===== config.mk =====
export PLATFORM = sky130hd
export DESIGN_NAME = shift_seq8_flat
export DESIGN_NICKNAME = d
export VERILOG_FILES = /design/src/rtl/shift_seq8_pkg.sv /design/src/rtl/shift_seq8_if.sv /design/src/rtl/shift_seq8_cmd_fifo.sv /design/src/rtl/shift_seq8.sv /design/src/flat_wrapper.sv
export SDC_FILE = /design/constraint.sdc
export NUM_CORES = 1
export LEC_CHECK = 0
export BUFFER_PORTS_ARGS = -buffer_cell sky130_fd_sc_hd__buf_4
export CORE_MARGIN = 2
export CORE_UTILIZATION = 35
export CTS_CLUSTER_SIZE = 8
export DETAILED_ROUTE_END_ITERATION = 6
export MAX_ROUTING_LAYER = met4
export PLACE_DENSITY_LB_ADDON = 0.08
export SYNTH_ARGS = -nofsm -noshare
export SYNTH_HDL_FRONTEND = slang
export SYNTH_HIERARCHICAL = 1
export SYNTH_SLANG_ARGS = --single-unit

===== constraint.sdc =====
create_clock -name clk -period 3.7 [get_ports clk]
set_input_delay 0.74 -clock clk [delete_from_list [all_inputs] [get_ports clk]]
set_output_delay 0.74 -clock clk [all_outputs]
set_load 0.03 [all_outputs]

===== src/rtl/shift_seq8_pkg.sv =====
// rtl/shift_seq8_pkg.sv - opcodes, FSM states and command record for the shifter sequencer
package shift_seq8_pkg;

  localparam logic [2:0] OP_NOP  = 3'b000;
  localparam logic [2:0] OP_LOAD = 3'b001;
  localparam logic [2:0] OP_LSL  = 3'b010;
  localparam logic [2:0] OP_LSR  = 3'b011;
  localparam logic [2:0] OP_ASR  = 3'b100;

  // Largest distance the shifter can move in a single cycle.
  localparam logic [3:0] MAX_STEP = 4'd3;

  typedef enum logic {
    S_IDLE,
    S_ISSUE
  } state_t;

  typedef struct packed {
    logic [2:0] op;
    logic [3:0] amt;
    logic [7:0] data;
  } cmd_t;

  function automatic logic is_shift(input logic [2:0] o);
    return (o == OP_LSL) || (o == OP_LSR) || (o == OP_ASR);
  endfunction

  // Per-cycle distance: whatever is left, capped at the shifter's step size.
  function automatic logic [1:0] step_amt(input logic [3:0] r);
    return (r > MAX_STEP) ? 2'd3 : r[1:0];
  endfunction

endpackage


===== src/rtl/shift_seq8_if.sv =====
// rtl/shift_seq8_if.sv - command handshake bundle into the sequencer
interface shift_seq8_if;

  logic       cmd_valid;
  logic       cmd_ready;
  logic [2:0] cmd_op;
  logic [3:0] cmd_amt;
  logic [7:0] cmd_data;

  modport master (
    output cmd_valid,
    output cmd_op,
    output cmd_amt,
    output cmd_data,
    input  cmd_ready
  );

  modport slave (
    input  cmd_valid,
    input  cmd_op,
    input  cmd_amt,
    input  cmd_data,
    output cmd_ready
  );

endinterface


===== src/rtl/shift_seq8_cmd_fifo.sv =====
// rtl/shift_seq8_cmd_fifo.sv - circular command buffer with registered fill count
module cmd_fifo
  import shift_seq8_pkg::*;
#(
  parameter int DEPTH = 4
) (
  input  logic clk,
  input  logic reset,
  input  logic push,
  input  cmd_t wr_data,
  input  logic pop,
  output cmd_t head,
  output logic full,
  output logic empty
);

  localparam int PTR_W = $clog2(DEPTH);
  localparam int CNT_W = PTR_W + 1;

  cmd_t             mem [DEPTH];
  logic [PTR_W-1:0] wr_ptr;
  logic [PTR_W-1:0] rd_ptr;
  logic [CNT_W-1:0] count;
  logic             do_push;
  logic             do_pop;

  // Full and empty come straight from the registered count so ready has no input path.
  assign full    = (count == CNT_W'(DEPTH));
  assign empty   = (count == '0);
  assign do_push = push && !full;
  assign do_pop  = pop && !empty;
  assign head    = mem[rd_ptr];

  // Storage array; contents need no reset because count gates every read.
  always_ff @(posedge clk) begin
    if (do_push) begin
      mem[wr_ptr] <= wr_data;
    end
  end

  // Pointers wrap naturally at the power-of-two depth; count tracks occupancy.
  always_ff @(posedge clk) begin
    if (reset) begin
      wr_ptr <= '0;
      rd_ptr <= '0;
      count  <= '0;
    end else begin
      if (do_push) begin
        wr_ptr <= wr_ptr + PTR_W'(1);
      end
      if (do_pop) begin
        rd_ptr <= rd_ptr + PTR_W'(1);
      end
      if (do_push && !do_pop) begin
        count <= count + CNT_W'(1);
      end else if (do_pop && !do_push) begin
        count <= count - CNT_W'(1);
      end
    end
  end

endmodule


===== src/rtl/shift_seq8.sv =====
// rtl/shift_seq8.sv - expands buffered commands into per-cycle shifter operations
module shift_seq8
  import shift_seq8_pkg::*;
#(
  parameter int DEPTH = 4
) (
  input  logic         clk,
  input  logic         reset,
  shift_seq8_if.slave  cmd,
  output logic [2:0]   op,
  output logic [1:0]   shamt,
  output logic [7:0]   d_in,
  output logic         done,
  output logic         busy
);

  cmd_t       push_data;
  cmd_t       head;
  logic       fifo_full;
  logic       fifo_empty;
  logic       push;
  logic       pop;

  state_t     state;
  state_t     state_n;
  logic [2:0] cur_op;
  logic [2:0] cur_op_n;
  logic [3:0] remain;
  logic [3:0] remain_n;
  logic [2:0] op_n;
  logic [1:0] shamt_n;
  logic [7:0] d_in_n;
  logic       done_n;

  assign push_data     = {cmd.cmd_op, cmd.cmd_amt, cmd.cmd_data};
  assign cmd.cmd_ready = !fifo_full;
  assign push          = cmd.cmd_valid && !fifo_full;

  // done is the registered "final step on the outputs now" flag, so the next
  // command can be popped on the same edge the last step is consumed.
  assign pop  = !fifo_empty && ((state == S_IDLE) || done);
  assign busy = !fifo_empty || (state == S_ISSUE);

  cmd_fifo #(
    .DEPTH (DEPTH)
  ) u_cmd_fifo (
    .clk     (clk),
    .reset   (reset),
    .push    (push),
    .wr_data (push_data),
    .pop     (pop),
    .head    (head),
    .full    (fifo_full),
    .empty   (fifo_empty)
  );

  // Next step: first step of a popped command, a continuation step, or the idle word.
  always_comb begin
    state_n  = state;
    cur_op_n = cur_op;
    remain_n = remain;
    op_n     = OP_NOP;
    shamt_n  = 2'd0;
    d_in_n   = 8'd0;
    done_n   = 1'b0;

    if (pop) begin
      state_n  = S_ISSUE;
      cur_op_n = head.op;
      remain_n = 4'd0;
      if (is_shift(head.op) && (head.amt != 4'd0)) begin
        op_n     = head.op;
        shamt_n  = step_amt(head.amt);
        remain_n = head.amt - {2'b00, step_amt(head.amt)};
        done_n   = (head.amt <= MAX_STEP);
      end else if (head.op == OP_LOAD) begin
        op_n   = OP_LOAD;
        d_in_n = head.data;
        done_n = 1'b1;
      end else begin
        // NOP, illegal opcodes and zero-distance shifts all collapse to one NOP step.
        done_n = 1'b1;
      end
    end else if ((state == S_ISSUE) && !done) begin
      op_n     = cur_op;
      shamt_n  = step_amt(remain);
      remain_n = remain - {2'b00, step_amt(remain)};
      done_n   = (remain <= MAX_STEP);
    end else begin
      state_n  = S_IDLE;
      remain_n = 4'd0;
    end
  end

  // State, step counter and the output word all advance together on the clock.
  always_ff @(posedge clk) begin
    if (reset) begin
      state  <= S_IDLE;
      cur_op <= OP_NOP;
      remain <= 4'd0;
      op     <= OP_NOP;
      shamt  <= 2'd0;
      d_in   <= 8'd0;
      done   <= 1'b0;
    end else begin
      state  <= state_n;
      cur_op <= cur_op_n;
      remain <= remain_n;
      op     <= op_n;
      shamt  <= shamt_n;
      d_in   <= d_in_n;
      done   <= done_n;
    end
  end

endmodule


===== src/flat_wrapper.sv =====
// flat-port wrapper written by rule: the top's interface ports become plain ports
module shift_seq8_flat import shift_seq8_pkg::*;
#(
  parameter int DEPTH = 4
)
  (clk, reset, op, shamt, d_in, done, busy, cmd_cmd_valid, cmd_cmd_op, cmd_cmd_amt, cmd_cmd_data, cmd_cmd_ready);
  shift_seq8_if cmd_i ();
  input  logic clk;
  input  logic reset;
  output logic [2:0] op;
  output logic [1:0] shamt;
  output logic [7:0] d_in;
  output logic done;
  output logic busy;
  input wire logic [$bits(cmd_i.cmd_valid)-1:0] cmd_cmd_valid;
  input wire logic [$bits(cmd_i.cmd_op)-1:0] cmd_cmd_op;
  input wire logic [$bits(cmd_i.cmd_amt)-1:0] cmd_cmd_amt;
  input wire logic [$bits(cmd_i.cmd_data)-1:0] cmd_cmd_data;
  output wire logic [$bits(cmd_i.cmd_ready)-1:0] cmd_cmd_ready;
  assign cmd_i.cmd_valid = cmd_cmd_valid;
  assign cmd_i.cmd_op = cmd_cmd_op;
  assign cmd_i.cmd_amt = cmd_cmd_amt;
  assign cmd_i.cmd_data = cmd_cmd_data;
  assign cmd_cmd_ready = cmd_i.cmd_ready;
  shift_seq8 #(.DEPTH(DEPTH)) u_core (.clk(clk), .reset(reset), .cmd(cmd_i), .op(op), .shamt(shamt), .d_in(d_in), .done(done), .busy(busy));
endmodule

Yosys cells after proc, flatten, opt, wreduce, memory -nomap -nowiden

Memories as Yosys holds them, arrays and structs flattened. A register that Yosys moved wholly into a read port is not among the register bits.
Cells that the tools add are included.

Memories: 1
Word-level logic and storage cells: 74
Bits in registers: 29
Input bits: 18
Output and inout port bits: 16
RAM bits: 60

Bitwise gates (word level): 3
Multiplexer cells: 23
Reductions and logical operators: 21
Equal/unequal tests: 6
Add/sub/neg operators: 6
$lt $le $gt $ge: 4

Memory list:

| name                  | depth | bits a word | read ports | clocked after memory_dff | write ports | RTL line                  | RTL |
|---|---|---|---|---|---|---|---|
| u_core.u_cmd_fifo.mem | 4     | 15          | 1          | 1                        | 1           | shift_seq8_cmd_fifo.sv:20 | `cmd_t mem [DEPTH];` |

Operators by type and width:

| operator              | number |
|---|---|
| $mux W3               | 5 |
| $mux W2               | 7 |
| $mux W4               | 3 |
| $gt A4 B2 Y1 const B  | 2 |
| $le A4 B2 Y1 const B  | 2 |
| $logic_and A1 B1 Y1   | 8 |
| $mux W1               | 8 |
| $sub A4 B2 Y4         | 2 |
| $eq A3 B2 Y1 const B  | 2 |
| $eq A3 B3 Y1 const B  | 2 |
| $logic_not A1 Y1      | 5 |
| $add A2 B1 Y2 const B | 2 |
| $logic_or A1 B1 Y1    | 4 |
| $reduce_bool A4 Y1    | 1 |
| $reduce_or A4 Y1      | 1 |
| $add A3 B1 Y3 const B | 1 |
| $eq A3 B1 Y1 const B  | 1 |
| $logic_not A3 Y1      | 1 |
| $not A1 Y1            | 3 |
| $sub A3 B1 Y3 const B | 1 |
| $ne A2 B2 Y1 const B  | 1 |
| $reduce_bool A2 Y1    | 1 |

Depth between registers and ports, before layout

Gate-level depths: netlist (run 1).

Depth in word-level cells: 8
Mapped depth: 10
Mapped depth without buffers: 10

Hierarchy

The synthesis (run 1) kept the hierarchy.

By module, submodules not included:

| module     | sequential area each (um^2) | cells an instance | times used | area each (um^2) |
|---|---|---|---|---|
| cmd_fifo   | 1,981.9                     | 126               | 1          | 2,646.3 |
| shift_seq8 | 440.4                       | 93                | 1          | 890.9 |

Worst setup path after synthesis (run 1)

Ideal clock, no wire load.

Path kind: flip-flop to flip-flop
Start: register u_core.u_cmd_fifo.count[1]
End: register u_core.u_cmd_fifo.count[2]
Period minus slack after synthesis: 2,384 ps
Library setup time: 70 ps
Cell stages (with the launch flop): 11
Required time: 3,630 ps
Data arrival time: 2,314 ps
Path slack: 1,316 ps
Path buffers: 1
Cell sequence: dfxtp_1 nor3_1 clkbuf_1 nor2_1 o31ai_2 ha_1 inv_1 fa_1 xor2_1 or3_1 a21oi_1

Cells in the longest elaborated chain, start to end: 7
Elaborated cells on any way between the ends: 17
Those cells by class: add/sub: 2; eq/ne: 1; mux: 2; reduce/logical: 12

Ends and longest elaborated chain:

| what                                                 | RTL line                  | RTL |
|---|---|---|
| from (decl)                                          | shift_seq8_cmd_fifo.sv:23 | `logic [CNT_W-1:0] count;` |
| from (signal assigned)                               | shift_seq8_cmd_fifo.sv:55 | `count <= count + CNT_W'(1);` |
| from (signal assigned)                               | shift_seq8_cmd_fifo.sv:57 | `count <= count - CNT_W'(1);` |
| $logic_not A3 Y1 *                                   | shift_seq8_cmd_fifo.sv:29 | `assign empty = (count == '0);` |
| net u_core.fifo_empty                                | shift_seq8.sv:20          | `logic fifo_empty;` |
| $logic_not A1 Y1 *                                   | shift_seq8.sv:41          | `assign pop = !fifo_empty && ((state == S_IDLE) \|\| done);` |
| $logic_and A1 B1 Y1 *                                | shift_seq8.sv:41          |  |
| net u_core.pop                                       | shift_seq8.sv:22          | `logic pop;` |
| $logic_and A1 B1 Y1 *                                | shift_seq8_cmd_fifo.sv:31 | `assign do_pop = pop && !empty;` |
| $logic_not A1 Y1                                     | shift_seq8_cmd_fifo.sv:54 | `if (do_push && !do_pop) begin` |
| $logic_and A1 B1 Y1                                  | shift_seq8_cmd_fifo.sv:54 |  |
| $mux W3 / $reduce_bool A2 Y1 (equally long branches) | -                         |  |

The timed path passes the listed nets; every way through them passes the cells marked *. The select of a mux whose other input is x is not followed.
A chain may end at the register's enable or synchronous reset.

==> results of run 1 <==
[cell families after synthesis]
kind of cell	Yosys count	synth area share, %
AO/OA/AOI/OAI	30	5.87
XOR/XNOR	6	1.49
adder cells (fa/ha/maj)	8	3.04
buffers and inverters	15	2.30
flip-flops	91	68.5
multiplexers	17	10.1
AND/OR/NAND/NOR	52	8.70
[synthesized netlist by cell type, types with 3 or more instances]
cell      instances
a21oi_1           9
and2_1           12
clkbuf_1          5
dfxtp_1          31
edfxtp_1         60
ha_1              7
inv_1             7
mux4_2           15
nand2_1           3
nand2b_1          7
nand3_1           3
nor2_1            7
nor3_1            6
o21ai_0           5
o22ai_1           3
o32ai_1           3
or3_1             3
xor2_1            6
[where the power goes]
part	switching (mW)	leakage (nW)	internal (mW)
clock	0.369	0.0988	0.262
sequential	0.106	0.802	1.26
combinational	0.489	0.532	0.395
[flip-flops by register name, summed over array words and instances, names as in the netlist, named ones only]
register	flops
u_core/remain	4
u_core/u_cmd_fifo/count	3
u_core/state	1
u_core/cur_op	3
u_core/u_cmd_fifo/rd_ptr	2
u_core/shamt	2
u_core/d_in	8
u_core/done	1
u_core/op	3
u_core/u_cmd_fifo/wr_ptr	2
u_core/u_cmd_fifo/mem	60
[path summary, 6_finish.rpt]
check / from / slack, ns / cells after the start / to
max: flop / 1.04 / 4 / u_core/op[2]
min: u_core/cur_op[1] / 0.47 / 2 / u_core/op[1]
max reg2reg: flop / 1.04 / 4 / u_core/op[2]
min reg2reg: u_core/cur_op[1] / 0.47 / 2 / u_core/op[1]
[through the flow]
stage	hold WS, ns	setup WS [ns]
CTS	0.474	1.01
detailed placement	0.446	1.02
finish	0.473	1.04
floorplan	0.419	1.32
global placement	0.452	1.07
global route	0.520	0.803
[layer usage]
metal  track usage [%]  wire length [µm]
met1              16.9              2980
met2              19.2              3000
met3              2.74               175
met4              5.21                88
met5                 -                 0
[critical path: stages, from the launching register on]
cell and delay, ns:
dfxtp_1 0.65, mux4_2 0.63, or3b_1 0.44, a2111oi_0 0.62, a32o_1 0.26
[area by class of cell]
cell class                 count  area (µm²)
inverter                       7        26.3
multi-input combinational    113        1030
timing repair buffer          37         278
clock buffer                   9         124
tap                          133         166
sequential                    91        2420
fill                         894        5660
clock inverter                 7        62.6
==> metrics.txt, run 1 <==
Die Y=105 µm; Root Buffer=clkbuf_8; setup_tns=0 ns; crit-path max FO=8; cts hold-fix bufs=0; Crit Path Category=reg -> reg; status=finished clean; antenna cells=0; post-synth top area cell=edfxtp_1; H-tree depth=3; mean post-synth cell area=16.2 µm²; # setup viols final=0; DR WL/cell=15.7 µm; Pleak=1.43 nW; Tmin final=2.66 ns; Synth area leaders=edfxtp_1 51%, dfxtp_1 18%, mux4_2 9.6%, ha_1 2.5%, and2_1 2.1%; Achievable Freq=376 MHz; final hold vios=0; core box area=9770 µm²; post-route ant nets=0; RSZ-0062 raised after global routing=false; final non-filler cell area=4110 µm²; Syn Nets=245; vias per std cell=4.73; GRT Total Usage=12.8%; Slew @ Worst Pin=0.868 ns; Max Slew Vio Count=0; final core occ=42.1%; routed wire length=6240 µm; most frequent cells in the layout=60 x edfxtp_1, 37 x buf_4, 31 x dfxtp_1; io pins=34; share of cells above drive strength 1=28.4%; worst skew pair latency=0.35 ns; Cell variety after synth=40; async set-or-reset flop fraction in the synthesized netlist=0%; via count=1,877; CTS Buffer Depth=2; dpl cells=381; Die Area=10,900 µm²; Placed Area=3930 µm²; Max rail drop VDD=254 µV; Layout Nets=285; drc violations=0; floorplan row count=36; Final GP Congestion=0.737; CTS sink count=91; period utilization=71.8%; vias in the first global route=1,939; total power=2.88 mW; number of synthesized flops with an enable pin=60; pwr/cell area=700 nW/µm²; Non-Filler Instances=397; TritonCTS clock tree=yes; first-pass GRT wire length=10,300 µm; slew margin rel.=42.1%; synth warn=6; I/O Buffers=33; Iteration-0 DRC Markers=71; Syn-to-layout area delta=16.3%; clk_skew=0.00728 ns; hpwl dp=4100 µm; Req. time, crit path=4.00 ns; #FFs+latches synth=91; commonest non-fill, non-tap cell in the layout=edfxtp_1; Pre-Repair DR Iteration Count=4; synthesized area=3540 µm²; CTS resizes=0; startpoint types=flop; Initial Utilization=36.2%; Mapped Cells=219; Post CTS Setup Buffer Count=0; Max Cap Viol=0; Reg clk slew, reported paths=0.09 ns; Synth Flop Type=edfxtp_1; Worst Path Arrival=2.95 ns; pin count of the biggest net entering global routing=20; CP Capture Type=flop; Die Wd=105 µm; total gr overflow=0; initial antenna violation count=0; sequential area share after synthesis=68.5%; CTS Buf Count=9; HP Class=reg -> reg; Yosys top cell area share=50.9%
No activity file was read; power rests on OpenSTA's default activity.
==> run 2: changes to the inputs <==
Clock period 3.7 ns to 2.6 ns, I/O delays scaled along.
==> metrics.txt, run 2 (synthesis gave the netlist of run 1 again) <==
# setup viols final=0; Layout Nets=294; period utilization=91.8%; pin count of the biggest net entering global routing=20; most frequent cells in the layout=60 x edfxtp_1, 45 x buf_4, 31 x dfxtp_1; routed wire length=6150 µm; Die Area=10,900 µm²; Root Buffer=clkbuf_8; Pre-Repair DR Iteration Count=4; Worst Reg-to-Reg Cells=4; Critical-path top delay cell=mux4_2; CTS resizes=0; Worst Path Arrival=2.65 ns; HP Class=in -> reg; reg2reg setup slack=0.21 ns; floorplan row count=36; max reg flops=60; via count=1,939; final core occ=42.7%; Syn-to-layout area delta=18.0%; CP Capture Type=flop; cts hold-fix bufs=0; crit-path max FO=5; status=finished clean; startpoint types=flop; drc violations=0; Achievable Freq=419 MHz; io pins=34; Initial Utilization=36.2%; total power=4.10 mW; CP top delay family=compound AO/OA/AOI/OAI gates; Die Wd=105 µm; FF-to-FF End=u_core/remain[2]; commonest non-fill, non-tap cell in the layout=edfxtp_1; GRT Total Usage=12.6%; Final GP Congestion=0.723; H-tree depth=3; CP cell instances=mux4_2 > or3b_1 > a2111o_1 > o32ai_1; Pleak=1.47 nW; pwr/cell area=982 nW/µm²; Max Cap Viol=0; Max Slew Vio Count=0; I/O Buffers=33; initial antenna violation count=0; RSZ-0062 raised after global routing=false; Crit Path Category=reg -> reg; CP bufs+invs=0; Iteration-0 DRC Markers=80; first-pass GRT wire length=10,300 µm; core box area=9770 µm²; Tmin final=2.39 ns; dpl cells=390; clk_skew=0.0104 ns; vias in the first global route=2,052; TritonCTS clock tree=yes; Crit path largest cell delay=0.60 ns; vias per std cell=4.78; Req. time, crit path=2.86 ns; total gr overflow=0; Max rail drop VDD=368 µV; largest registers=u_core/u_cmd_fifo/mem (60), u_core/d_in (8), u_core/remain (4); CTS Buf Count=9; slew margin rel.=59.0%; hpwl dp=4070 µm; hold path endpoint=u_core/u_cmd_fifo/mem[2][3]; Non-Filler Instances=406; fill count=892; Post CTS Setup Buffer Count=0; worst skew pair latency=0.35 ns; Hold Worst Slack=0.364 ns; post-route ant nets=0; largest reg by FF count=u_core/u_cmd_fifo/mem; Die Y=105 µm; share of cells above drive strength 1=30.0%; DR WL/cell=15.1 µm; setup_tns=0 ns; hold_sp=cmd_cmd_data[3]; Slew @ Worst Pin=0.613 ns; Reg clk slew, reported paths=0.09 ns; hold path depth=1; antenna cells=0; final hold vios=0; CTS sink count=91; CTS Buffer Depth=2
==> run 2: worst register-to-register path: cells and delay by family (launching register included) <==
kind / cells / cell delay [ns]
DFF: 1 / 0.45
and+or+nand+nor: 1 / 0.45
AOI/OAI and AO/OA: 2 / 0.80
muxes: 1 / 0.60
==> run 2: worst max path at each step <==
stage	start	end	slack, ns	depth (start not counted)
2_1_floorplan	u_core/u_cmd_fifo/count[1]	u_core/u_cmd_fifo/count[2]	0.22	10
3_3_place_gp	cmd_cmd_valid	u_core/u_cmd_fifo/count[2]	0.26	10
3_5_place_dp	cmd_cmd_valid	u_core/u_cmd_fifo/count[2]	0.22	10
4_1_cts	flop	u_core/remain[2]	0.21	4
5_1_grt	u_core/u_cmd_fifo/count[0]	u_core/u_cmd_fifo/count[2]	0.04	10
6_report	flop	u_core/remain[2]	0.21	4
==> run 2: power breakdown <==
group	switching (mW)	total, mW	internal (mW)
Sequential	0.127	1.92	1.79
Combinational	0.729	1.35	0.617
Clock	0.486	0.840	0.354
Total	1.34	4.10	2.76
==> run 2: routing by layer <==
| layer | routed length [µm] | vias up | global-route usage (%) |
|---|---|---|---|
| met5 | 0 | - | - |
| met4 | 97 | 0 | 5.79 |
| met3 | 149 | 9 | 2.37 |
| met2 | 3000 | 28 | 20.0 |
| met1 | 2900 | 970 | 15.8 |
| li1 | - | 932 | - |
==> run 2: layout make-up <==
type | instances | area, µm² | share of cell area, %
flip-flops and latches | 91 | 2420 | 58.0
clock buffers | 11 | 131 | 3.15
inverters | 7 | 26.3 | 0.629
multi-input cells | 113 | 1030 | 24.8
well taps | 133 | 166 | 3.99
clock inverters | 5 | 37.5 | 0.899
repair buffers | 46 | 358 | 8.57
==> run 2: per-stage QoR <==
step	instance area [µm²]	setup slack, ns
global route	4180	0.0426
detailed placement	4010	0.223
global placement	4010	0.260
finish	4180	0.212
CTS	4180	0.207
floorplan	3540	0.216
